### src/rtl/game_pkg.sv
// Shared encodings and small helpers for the number-guessing game controller.
package game_pkg;

  typedef enum logic [3:0] {
    S_OFF   = 4'd0,
    S_GREET = 4'd1,
    S_ARM   = 4'd2,
    S_PLAY  = 4'd3,
    S_GUESS = 4'd4,
    S_JUDGE = 4'd5,
    S_HIT   = 4'd6,
    S_MISS  = 4'd7,
    S_WIN   = 4'd8,
    S_FAIL  = 4'd9
  } state_e;

  localparam logic [2:0] DZ_OFF   = 3'd0;
  localparam logic [2:0] DZ_GREET = 3'd1;
  localparam logic [2:0] DZ_COUNT = 3'd2;
  localparam logic [2:0] DZ_TICK  = 3'd3;
  localparam logic [2:0] DZ_CROSS = 3'd4;

  localparam logic [2:0] DISP_BLANK = 3'd0;
  localparam logic [2:0] DISP_LEVEL = 3'd1;
  localparam logic [2:0] DISP_HIT   = 3'd2;
  localparam logic [2:0] DISP_MISS  = 3'd3;
  localparam logic [2:0] DISP_WIN   = 3'd4;
  localparam logic [2:0] DISP_FAIL  = 3'd5;

  localparam logic [1:0] BEEP_HIT  = 2'd0;
  localparam logic [1:0] BEEP_MISS = 2'd1;
  localparam logic [1:0] BEEP_WIN  = 2'd2;
  localparam logic [1:0] BEEP_FAIL = 2'd3;

  // Number of guess bits compared at a given level.
  function automatic logic [2:0] lvl_width(input logic [1:0] lvl);
    return {1'b0, lvl} + 3'd4;
  endfunction

  function automatic logic [2:0] therm3(input logic [1:0] n);
    logic [2:0] t;
    case (n)
      2'd0:    t = 3'b000;
      2'd1:    t = 3'b001;
      2'd2:    t = 3'b011;
      2'd3:    t = 3'b111;
      default: t = 3'b000;
    endcase
    return t;
  endfunction

endpackage

### src/rtl/guess_cmp.sv
// Masked compare of the switch guess against the target; the mask width
// follows the level and is also what the guess LEDs display.
module guess_cmp
  import game_pkg::*;
(
  input  logic [6:0] guess,
  input  logic [6:0] target,
  input  logic [1:0] level,
  output logic       match,
  output logic [6:0] mask
);

  // Level 0 means idle, where nothing is compared or shown.
  always_comb begin
    mask = 7'h00;
    if (level != 2'd0) begin
      mask = ~(7'h7F << lvl_width(level));
    end else begin
      mask = 7'h00;
    end
  end

  assign match = ((guess ^ target) & mask) == 7'h00;

endmodule

### src/rtl/guess_game_ctrl.sv
// Central sequencer of the three-level guessing game: drives the random,
// countdown, beep and display blocks and judges the player's guesses.
module guess_game_ctrl
  import game_pkg::*;
#(
  parameter logic [2:0] T_L1      = 3'd3,
  parameter logic [2:0] T_L2      = 3'd2,
  parameter logic [2:0] T_L3      = 3'd1,
  parameter logic [1:0] MAX_TRIES = 2'd3
) (
  input  logic        clk,
  input  logic        rst,
  input  logic        en,
  input  logic        start_p,
  input  logic        restart_p,
  input  logic [6:0]  guess,
  input  logic [6:0]  rand_num,
  input  logic        cnt_over,
  input  logic        beep_over,
  output logic        rand_st,
  output logic        cnt_start,
  output logic [2:0]  cnt_secs,
  output logic [2:0]  dz_sel,
  output logic        beep_start,
  output logic [1:0]  beep_mode,
  output logic [2:0]  disp_code,
  output logic [1:0]  level,
  output logic [15:0] led
);

  state_e      state_q, state_d;
  logic [1:0]  level_q, level_d;
  logic [1:0]  tries_q, tries_d;
  logic [6:0]  target_q, target_d;
  logic        rand_pend_q;
  logic        new_lvl_s;
  logic        match_s;
  logic [6:0]  mask_s;

  logic        rand_st_q, rand_st_d;
  logic        cnt_start_q, cnt_start_d;
  logic [2:0]  cnt_secs_q, cnt_secs_d;
  logic [2:0]  dz_sel_q, dz_sel_d;
  logic        beep_start_q, beep_start_d;
  logic [1:0]  beep_mode_q, beep_mode_d;
  logic [2:0]  disp_code_q, disp_code_d;
  logic [15:0] led_q, led_d;

  // Fed with the next level so the LED mask lines up with the registered level;
  // in JUDGE the next level always equals the current one.
  guess_cmp u_cmp (
    .guess  (guess),
    .target (target_q),
    .level  (level_d),
    .match  (match_s),
    .mask   (mask_s)
  );

  // Level bookkeeping, kept apart from the state logic that consumes match_s.
  always_comb begin
    level_d   = level_q;
    new_lvl_s = 1'b0;
    if (!en) begin
      level_d = 2'd0;
    end else if (restart_p && (state_q != S_OFF)) begin
      level_d   = 2'd1;
      new_lvl_s = 1'b1;
    end else if ((state_q == S_HIT) && beep_over && (level_q < 2'd3)) begin
      level_d   = level_q + 2'd1;
      new_lvl_s = 1'b1;
    end else begin
      level_d = level_q;
    end
  end

  // Next state and remaining tries.
  always_comb begin
    state_d = state_q;
    tries_d = tries_q;
    if (!en) begin
      state_d = S_OFF;
      tries_d = 2'd0;
    end else if (restart_p && (state_q != S_OFF)) begin
      state_d = S_ARM;
      tries_d = MAX_TRIES;
    end else begin
      case (state_q)
        S_OFF:   state_d = S_GREET;
        S_GREET: state_d = S_GREET;
        S_ARM:   state_d = S_PLAY;
        S_PLAY:  state_d = cnt_over ? S_GUESS : S_PLAY;
        S_GUESS: state_d = start_p ? S_JUDGE : S_GUESS;
        S_JUDGE: begin
          if (match_s) begin
            state_d = S_HIT;
          end else if (tries_q > 2'd1) begin
            state_d = S_MISS;
            tries_d = tries_q - 2'd1;
          end else begin
            state_d = S_FAIL;
            tries_d = 2'd0;
          end
        end
        S_HIT: begin
          if (!beep_over) begin
            state_d = S_HIT;
          end else if (level_q < 2'd3) begin
            state_d = S_ARM;
            tries_d = MAX_TRIES;
          end else begin
            state_d = S_WIN;
          end
        end
        S_MISS:  state_d = beep_over ? S_ARM : S_MISS;
        S_WIN:   state_d = S_WIN;
        S_FAIL:  state_d = S_FAIL;
        default: state_d = S_OFF;
      endcase
    end
  end

  // Output decode from the next state so outputs register alongside it.
  always_comb begin
    rand_st_d    = (state_d == S_ARM) && new_lvl_s;
    cnt_start_d  = (state_d == S_ARM);
    beep_start_d = (state_d != state_q) &&
                   (state_d inside {S_HIT, S_MISS, S_WIN, S_FAIL});
    cnt_secs_d   = 3'd0;
    if (state_d == S_ARM) begin
      case (level_d)
        2'd1:    cnt_secs_d = T_L1;
        2'd2:    cnt_secs_d = T_L2;
        2'd3:    cnt_secs_d = T_L3;
        default: cnt_secs_d = 3'd0;
      endcase
    end else begin
      cnt_secs_d = 3'd0;
    end
    dz_sel_d    = DZ_OFF;
    beep_mode_d = BEEP_HIT;
    disp_code_d = DISP_BLANK;
    case (state_d)
      S_GREET: dz_sel_d = DZ_GREET;
      S_ARM, S_PLAY, S_GUESS, S_JUDGE: begin
        dz_sel_d    = DZ_COUNT;
        disp_code_d = DISP_LEVEL;
      end
      S_HIT: begin
        beep_mode_d = BEEP_HIT;
        dz_sel_d    = DZ_TICK;
        disp_code_d = DISP_HIT;
      end
      S_MISS: begin
        beep_mode_d = BEEP_MISS;
        dz_sel_d    = DZ_CROSS;
        disp_code_d = DISP_MISS;
      end
      S_WIN: begin
        beep_mode_d = BEEP_WIN;
        disp_code_d = DISP_WIN;
      end
      S_FAIL: begin
        beep_mode_d = BEEP_FAIL;
        disp_code_d = DISP_FAIL;
      end
      default: dz_sel_d = DZ_OFF;
    endcase
    led_d = {therm3(level_d), therm3(tries_d), 3'b000, guess & mask_s};
  end

  // A fresh random value becomes valid one cycle after rand_st.
  always_comb begin
    if (rand_pend_q) begin
      target_d = rand_num;
    end else begin
      target_d = target_q;
    end
  end

  // State and output registers.
  always_ff @(posedge clk) begin
    if (rst) begin
      state_q      <= S_OFF;
      level_q      <= 2'd0;
      tries_q      <= 2'd0;
      target_q     <= 7'h00;
      rand_pend_q  <= 1'b0;
      rand_st_q    <= 1'b0;
      cnt_start_q  <= 1'b0;
      cnt_secs_q   <= 3'd0;
      dz_sel_q     <= 3'd0;
      beep_start_q <= 1'b0;
      beep_mode_q  <= 2'd0;
      disp_code_q  <= 3'd0;
      led_q        <= 16'h0000;
    end else begin
      state_q      <= state_d;
      level_q      <= level_d;
      tries_q      <= tries_d;
      target_q     <= target_d;
      rand_pend_q  <= rand_st_q;
      rand_st_q    <= rand_st_d;
      cnt_start_q  <= cnt_start_d;
      cnt_secs_q   <= cnt_secs_d;
      dz_sel_q     <= dz_sel_d;
      beep_start_q <= beep_start_d;
      beep_mode_q  <= beep_mode_d;
      disp_code_q  <= disp_code_d;
      led_q        <= led_d;
    end
  end

  assign rand_st    = rand_st_q;
  assign cnt_start  = cnt_start_q;
  assign cnt_secs   = cnt_secs_q;
  assign dz_sel     = dz_sel_q;
  assign beep_start = beep_start_q;
  assign beep_mode  = beep_mode_q;
  assign disp_code  = disp_code_q;
  assign level      = level_q;
  assign led        = led_q;

endmodule

### config.mk
export PLATFORM = sky130hd
export DESIGN_NAME = guess_game_ctrl
export DESIGN_NICKNAME = d
export VERILOG_FILES = /design/src/rtl/game_pkg.sv /design/src/rtl/guess_cmp.sv /design/src/rtl/guess_game_ctrl.sv
export SDC_FILE = /design/constraint.sdc
export NUM_CORES = 1
export LEC_CHECK = 0
export CORE_MARGIN = 2
export CORE_UTILIZATION = 40
export DETAILED_ROUTE_END_ITERATION = 10
export GPL_ROUTABILITY_DRIVEN = 1
export PLACE_DENSITY = 0.68
export SETUP_SLACK_MARGIN = 0.02
export SKIP_CTS_REPAIR_TIMING = 1
export SLEW_MARGIN = 5
export SYNTH_ARGS = -nofsm -noshare
export SYNTH_HDL_FRONTEND = slang
export SYNTH_SLANG_ARGS = --single-unit
### constraint.sdc
create_clock -name clk -period 3.54 [get_ports clk]
set_input_delay 0.708 -clock clk [delete_from_list [all_inputs] [get_ports clk]]
set_output_delay 0.708 -clock clk [all_outputs]
set_load 0.02 [all_outputs]
After elaboration in Yosys (flattened, before gate mapping) --
Cells that the tools add are included.
Cells by class: add/sub/neg operators 3, order comparisons 2, equal/unequal tests 25, shift operators 1, multiplexer cells 30, bitwise logic cells 5, reductions and logical operators 15
Operators by type and width (number):
- $pmux 3 s4 | 3
- $pmux 4 s9 | 1
- $eq 4x3->1 const B | 8
- $mux 4 | 6
- $mux 2 | 9
- $eq 4x2->1 const B | 4
- $eq 4x4->1 const B | 4
- $pmux 3 s5 | 1
- $and 7x7->7 | 2
- $pmux 2 s3 | 2
- $eq 2x2->1 const B | 4
- $eq 4x1->1 const B | 2
- $reduce_bool 4->1 | 2
- $logic_not 7->1 | 1
- $mux 7 | 1
- $not 7->7 | 1
- $shl 7x3->7 const A | 1
- $xor 7x7->7 | 1
- $mux 3 | 2
- $logic_and 1x1->1 | 5
- $eq 2x1->1 const B | 2
- $logic_not 2->1 | 2
- $logic_not 4->1 | 1
- $mux 1 | 4
- 11 further kinds | 12
Word-level totals: register bits after elaboration 46, input port bits 21, output and inout bits 32, word-level logic and storage cells 95

Longest topological paths before layout --
word-level depth 19, depth in mapped cells 15, depth with buffers taken out 14

Hierarchy --
Synthesis repeated with hierarchy kept, for this count alone.
Unflattened totals: cells, all modules 217, area, all modules 1965.6 um^2
Modules (own cells, without submodules):
- guess_game_ctrl | times used 1, cells each 198, area each 1824.2 um^2, sequential area each 840.8 um^2
- guess_cmp | times used 1, cells each 19, area each 141.4 um^2, sequential area each 0.0 um^2

Least setup slack after synthesis --
No wires, ideal clock.
path kind input-to-reg, start in beep_over, end reg beep_start_q (netlist: beep_start), setup time 0.122 ns, arrival 2.750 ns, required time 3.418 ns, slack 0.668 ns, stages 13, path buffers 1, path through and4b_1 nand2_2 mux2i_1 or2_2 ha_1 a31oi_1 a211oi_1 o31a_1 buf_6 o31a_4 nand2_4 inv_2 o32a_1
On the way: word-level cells in the longest chain between the ends 18, elaborated cells on any way between the ends 25, classes of those cells 1 x add/sub; 5 x eq/ne; 1 x shift; 10 x mux; 2 x bitwise; 6 x reduce/logical
Ends and longest elaborated chain:
- from (decl) | RTL line guess_game_ctrl.sv:19 | input logic beep_over,
- $logic_and 1x1->1 (2 in series) | RTL line guess_game_ctrl.sv:68 | end else if ((state_q == S_HIT) && beep_over && (level_q < 2'd3)) begin
- $mux 2 | RTL line guess_game_ctrl.sv:68
- $mux 2 | RTL line guess_game_ctrl.sv:65 | end else if (restart_p && (state_q != S_OFF)) begin
- $mux 2 | RTL line guess_game_ctrl.sv:63 | if (!en) begin
- $add 2x3->3 | RTL line game_pkg.sv:37 | return {1'b0, lvl} + 3'd4;
- $shl 7x3->7 | RTL line guess_cmp.sv:17 | mask = ~(7'h7F << lvl_width(level));
- $not 7->7 | RTL line guess_cmp.sv:17
- $mux 7 | RTL line guess_cmp.sv:16 | if (level != 2'd0) begin
- $and 7x7->7 | RTL line guess_cmp.sv:23 | assign match = ((guess ^ target) & mask) == 7'h00;
- $logic_not 7->1 | RTL line guess_cmp.sv:23
- $mux 4 | RTL line guess_game_ctrl.sv:94 | if (match_s) begin
- $pmux 4 s9 * | RTL line guess_game_ctrl.sv:87 | case (state_q)
- $mux 4 * | RTL line guess_game_ctrl.sv:83 | end else if (restart_p && (state_q != S_OFF)) begin
- $mux 4 * | RTL line guess_game_ctrl.sv:80 | if (!en) begin
- $eq 4x3->1 or $eq 4x4->1 (tied branches) | RTL line guess_game_ctrl.sv:127 | (state_d inside {S_HIT, S_MISS, S_WIN, S_FAIL});
- $reduce_bool 4->1 | RTL line guess_game_ctrl.sv:127
- $logic_and 1x1->1 * | RTL line guess_game_ctrl.sv:126 | beep_start_d = (state_d != state_q) &&
- to (signal assigned) | RTL line guess_game_ctrl.sv:206 | beep_start_q <= beep_start_d;
- to (decl) | RTL line guess_game_ctrl.sv:44 | logic beep_start_q, beep_start_d;
Mark *: on every way between the ends. The rest lies on a longest branch, timed or not. A chain may end at the register's enable or synchronous reset.

Worst setup path after layout --
Ends and elaborated chain as after synthesis.

==> metrics.csv <==
stage,metric,value,unit
floorplanning,Initial Util,41.6,%
clocking,Root Buffer Master,clkbuf_8,
global_route,antenna violations before repair,0,
logic_synthesis,top-area cell type share of the netlist area,40.7,%
timing,final setup fails,0,
floorplanning,Die X,74.1,um
flow_run,Max Cap Viol,0,
route,Antenna Nets Post-Route,0,
timing,Max-Slew Margin vs Limit,57.7,%
layout,Final Util,56.8,%
logic_synthesis,most area-consuming cells after synthesis,"dfxtp_1 (41%), mux2i_1 (4.6%), nor2_1 (4.6%), a21oi_1 (4.1%), ha_1 (3.8%)",
clocking,Clock Tree Buf Depth,2,
logic_synthesis,count of cell types in the netlist,51,
power_and_ir_drop,NetSw,204,uW
route,initial DRC count,85,
placement,placed cell area,2540,um2
placement,dpl hpwl,3390,um
setup_path,largest fanout on the critical path,7,
clocking,H-tree levels,2,
logic_synthesis,cell taking the most area after synthesis,dfxtp_1,
global_route,GRT overflow,0,
route,met1 WL,2110,um
placement,GP Congestion,0.959,
logic_synthesis,Ys Warns,0,
worst_hold_path,hold crit path type,register to register,
global_route,largest net degree at the start of global routing,18,
power_and_ir_drop,Switching Share,21.2,%
clocking,clock sinks,40,
power_and_ir_drop,combinational share of power,11.6,%
timing,skew final,0.0102,ns
timing,RSZ-0062 raised after global routing,false,
layout,share of layout cells above drive strength 1,13.5,%
route,Max Used Layer,met4,
route,WL met2,1860,um
power_and_ir_drop,Int Pwr,761,uW
timing,Tightest Pin Transition,0.633,ns
timing,"Slew Viols, Final",0,
setup_path,CP startpoint kind,input port,
setup_path,Critical Path End Type,register,
global_route,GRT Total Usage,16.9,%
route,routed length per placed instance,12.7,um
logic_synthesis,async set or reset register ratio after synthesis,0,%
logic_synthesis,"Top FF cell, synth",dfxtp_1,
route,final wirelength,4350,um
timing,Fin. Hold Viols,0,
layout,cell area after layout,2690,um2
power_and_ir_drop,clock share of power,40.5,%
route,Detailed Routing Iterations Pass 1,4,
clocking,worst skew pair latency,0.28,ns
power_and_ir_drop,Pleak,0.00111,uW
route,metal3 WL,306,um
route,DRC viols,0,
clocking,CTS buffer count,5,
setup_path,R2R cell count,13,
worst_hold_path,Hold Crit Depth,1,
placement,I/O Buffers,48,
floorplanning,Top Ports,53,
logic_synthesis,Mapped Avg Cell Area,9.02,um2
layout,Area Overhead vs Synth,36.6,%
floorplanning,Die Y,74.1,um
power_and_ir_drop,PwrDens,360,nW/um2
power_and_ir_drop,overall power,966,uW
timing,crit path time final,3.35,ns
setup_path,Setup Crit Path Kind,input port to register,
logic_synthesis,cell count after synthesis,218,
timing,Final Cycle Share,94.5,%
outcome,outcome,"finished, final reports clean",
logic_synthesis,mapped cell area,1970,um2
global_route,vias in the first global route,1576,
timing,post-route setup slack,0.195,ns
floorplanning,area of the core,4720,um2
global_route,first-pass GRT wire length,7130,um
logic_synthesis,Post-synth EDFFs,0,
layout,Final #Nets,301,
logic_synthesis,sequential area share after synthesis,40.7,%
setup_path,Worst EP required,3.71,ns
floorplanning,# rows,25,
power_and_ir_drop,power share of the sequential group,47.9,%
layout,Layout Cells excl Fill,342,
clocking,Clock Pin Slew Worst Setup and Hold Paths,0.08,ns
floorplanning,Die Area,5490,um2
route,via count,1680,
clocking,CTS tree,built,
layout,ANT cells,0,
placement,placed instance count,333,
setup_path,crit path DAT,3.51,ns
logic_synthesis,post-synthesis register bit count,40,
timing,FMAX,299,MHz
placement,"worst slack, placed",-0.128,ns
power_and_ir_drop,worst IR drop on VDD,0.355,mV
route,Via density,4.91,
[worst max-delay path, stage by stage]
cell and delay [ns]:
clkdlybuf4s50_1 0.49, and4b_1 0.25, nand2_2 0.10, mux2i_1 0.15, or2_2 0.35, ha_1 0.22
a31oi_1 0.18, a211oi_2 0.07, o31a_1 0.20, buf_4 0.18, o31a_1 0.31, nand2_4 0.09
inv_2 0.04, o32a_1 0.16
[logic make-up (layout without fill, tap and decap cells)]
logic type,count (synthesis),count (layout),synth area share (%)
xor gates and xnor gates,8,8,3.56
adders and majority gates,6,6,3.82
and+or+nand+nor,79,79,21.1
DFF,40,40,40.7
buffers and inverters,26,80,6.94
AOI/OAI and AO/OA,48,48,18.5
muxes,10,10,5.16
other,1,4,0.191
[cells in the mapped netlist (2+ instances only)]
cell	instances
mux2i_1	9
buf_4	6
nand2b_1	5
dfxtp_1	40
and2_1	9
nand3_1	3
nor4_1	2
a22o_1	2
buf_6	2
a211oi_1	2
a21oi_1	16
o31a_1	2
clkbuf_1	7
nor2b_1	7
ha_1	6
xor2_1	2
o21a_1	2
o21ai_0	5
nand2_1	13
nor2_1	24
and3_1	4
a31oi_1	3
inv_1	9
nor3b_1	3
o22ai_1	2
nand2_2	3
xnor2_1	6
[metal layers]
layer / vias up / track usage, %
met4: 0 / 6.26
met5: - / 0
met1: 755 / 24.3
li1: 850 / -
met3: 8 / 4.74
met2: 67 / 23.9
[final timing paths]
path | startpoint | to | slack [ns]
max | beep_over | beep_start | 0.19
min | rand_st | rand_pend_q | 0.47
max reg2reg | state_q[2] | beep_start | 0.46
min reg2reg | rand_st | rand_pend_q | 0.47
[placed cells by master (no fill, tap or decap), types with 4 or more instances in the layout]
cell type and n:
nor2_1 24, a21oi_1 16, inv_1 9, dfxtp_1 40, buf_4 14, xnor2_1 6
ha_1 6, nand2_1 13, clkbuf_8 7, nor2b_1 7, and3_1 4, clkdlybuf4s50_1 48
mux2i_1 9, nand2b_1 5, and2_1 9, o21ai_0 5, conb_1 4
[metrics by stage]
step	TNS, ns	hold slack (ns)
floorplan	0	0.481
global placement	-0.0117	0.477
detailed placement	-0.503	0.475
CTS	0	0.476
global route	0	0.483
finish	0	0.468
[layout make-up]
cell class | count | area [um2]
well taps | 67 | 83.8
clock buffers | 7 | 96.3
inverters | 10 | 37.5
clock inverters | 1 | 30.0
fillers | 421 | 2040
multi-input cells | 155 | 1050
repair buffers | 62 | 586
flip-flops and latches | 40 | 801
[flip-flops by register name, summed over array words and instances (netlist names)]
| signal | count |
|---|---|
| tries_q | 2 |
| cnt_secs | 2 |
| level | 2 |
| state_q | 4 |
| led | 11 |
| rand_pend_q | 1 |
| rand_st | 1 |
| target_q | 7 |
| beep_mode | 2 |
| beep_start | 1 |
| dz_sel | 3 |
| cnt_start | 1 |
| disp_code | 3 |
[power groups by stage]
stage	Combinational [uW]	Clock (uW)	Sequential, uW
6_report	112	391	462
5_1_grt	122	419	463
2_1_floorplan	61.9	0	475
3_3_place_gp	109	0	473
3_5_place_dp	110	0	472
4_1_cts	110	398	462
Power figures use the tool's default switching activity.
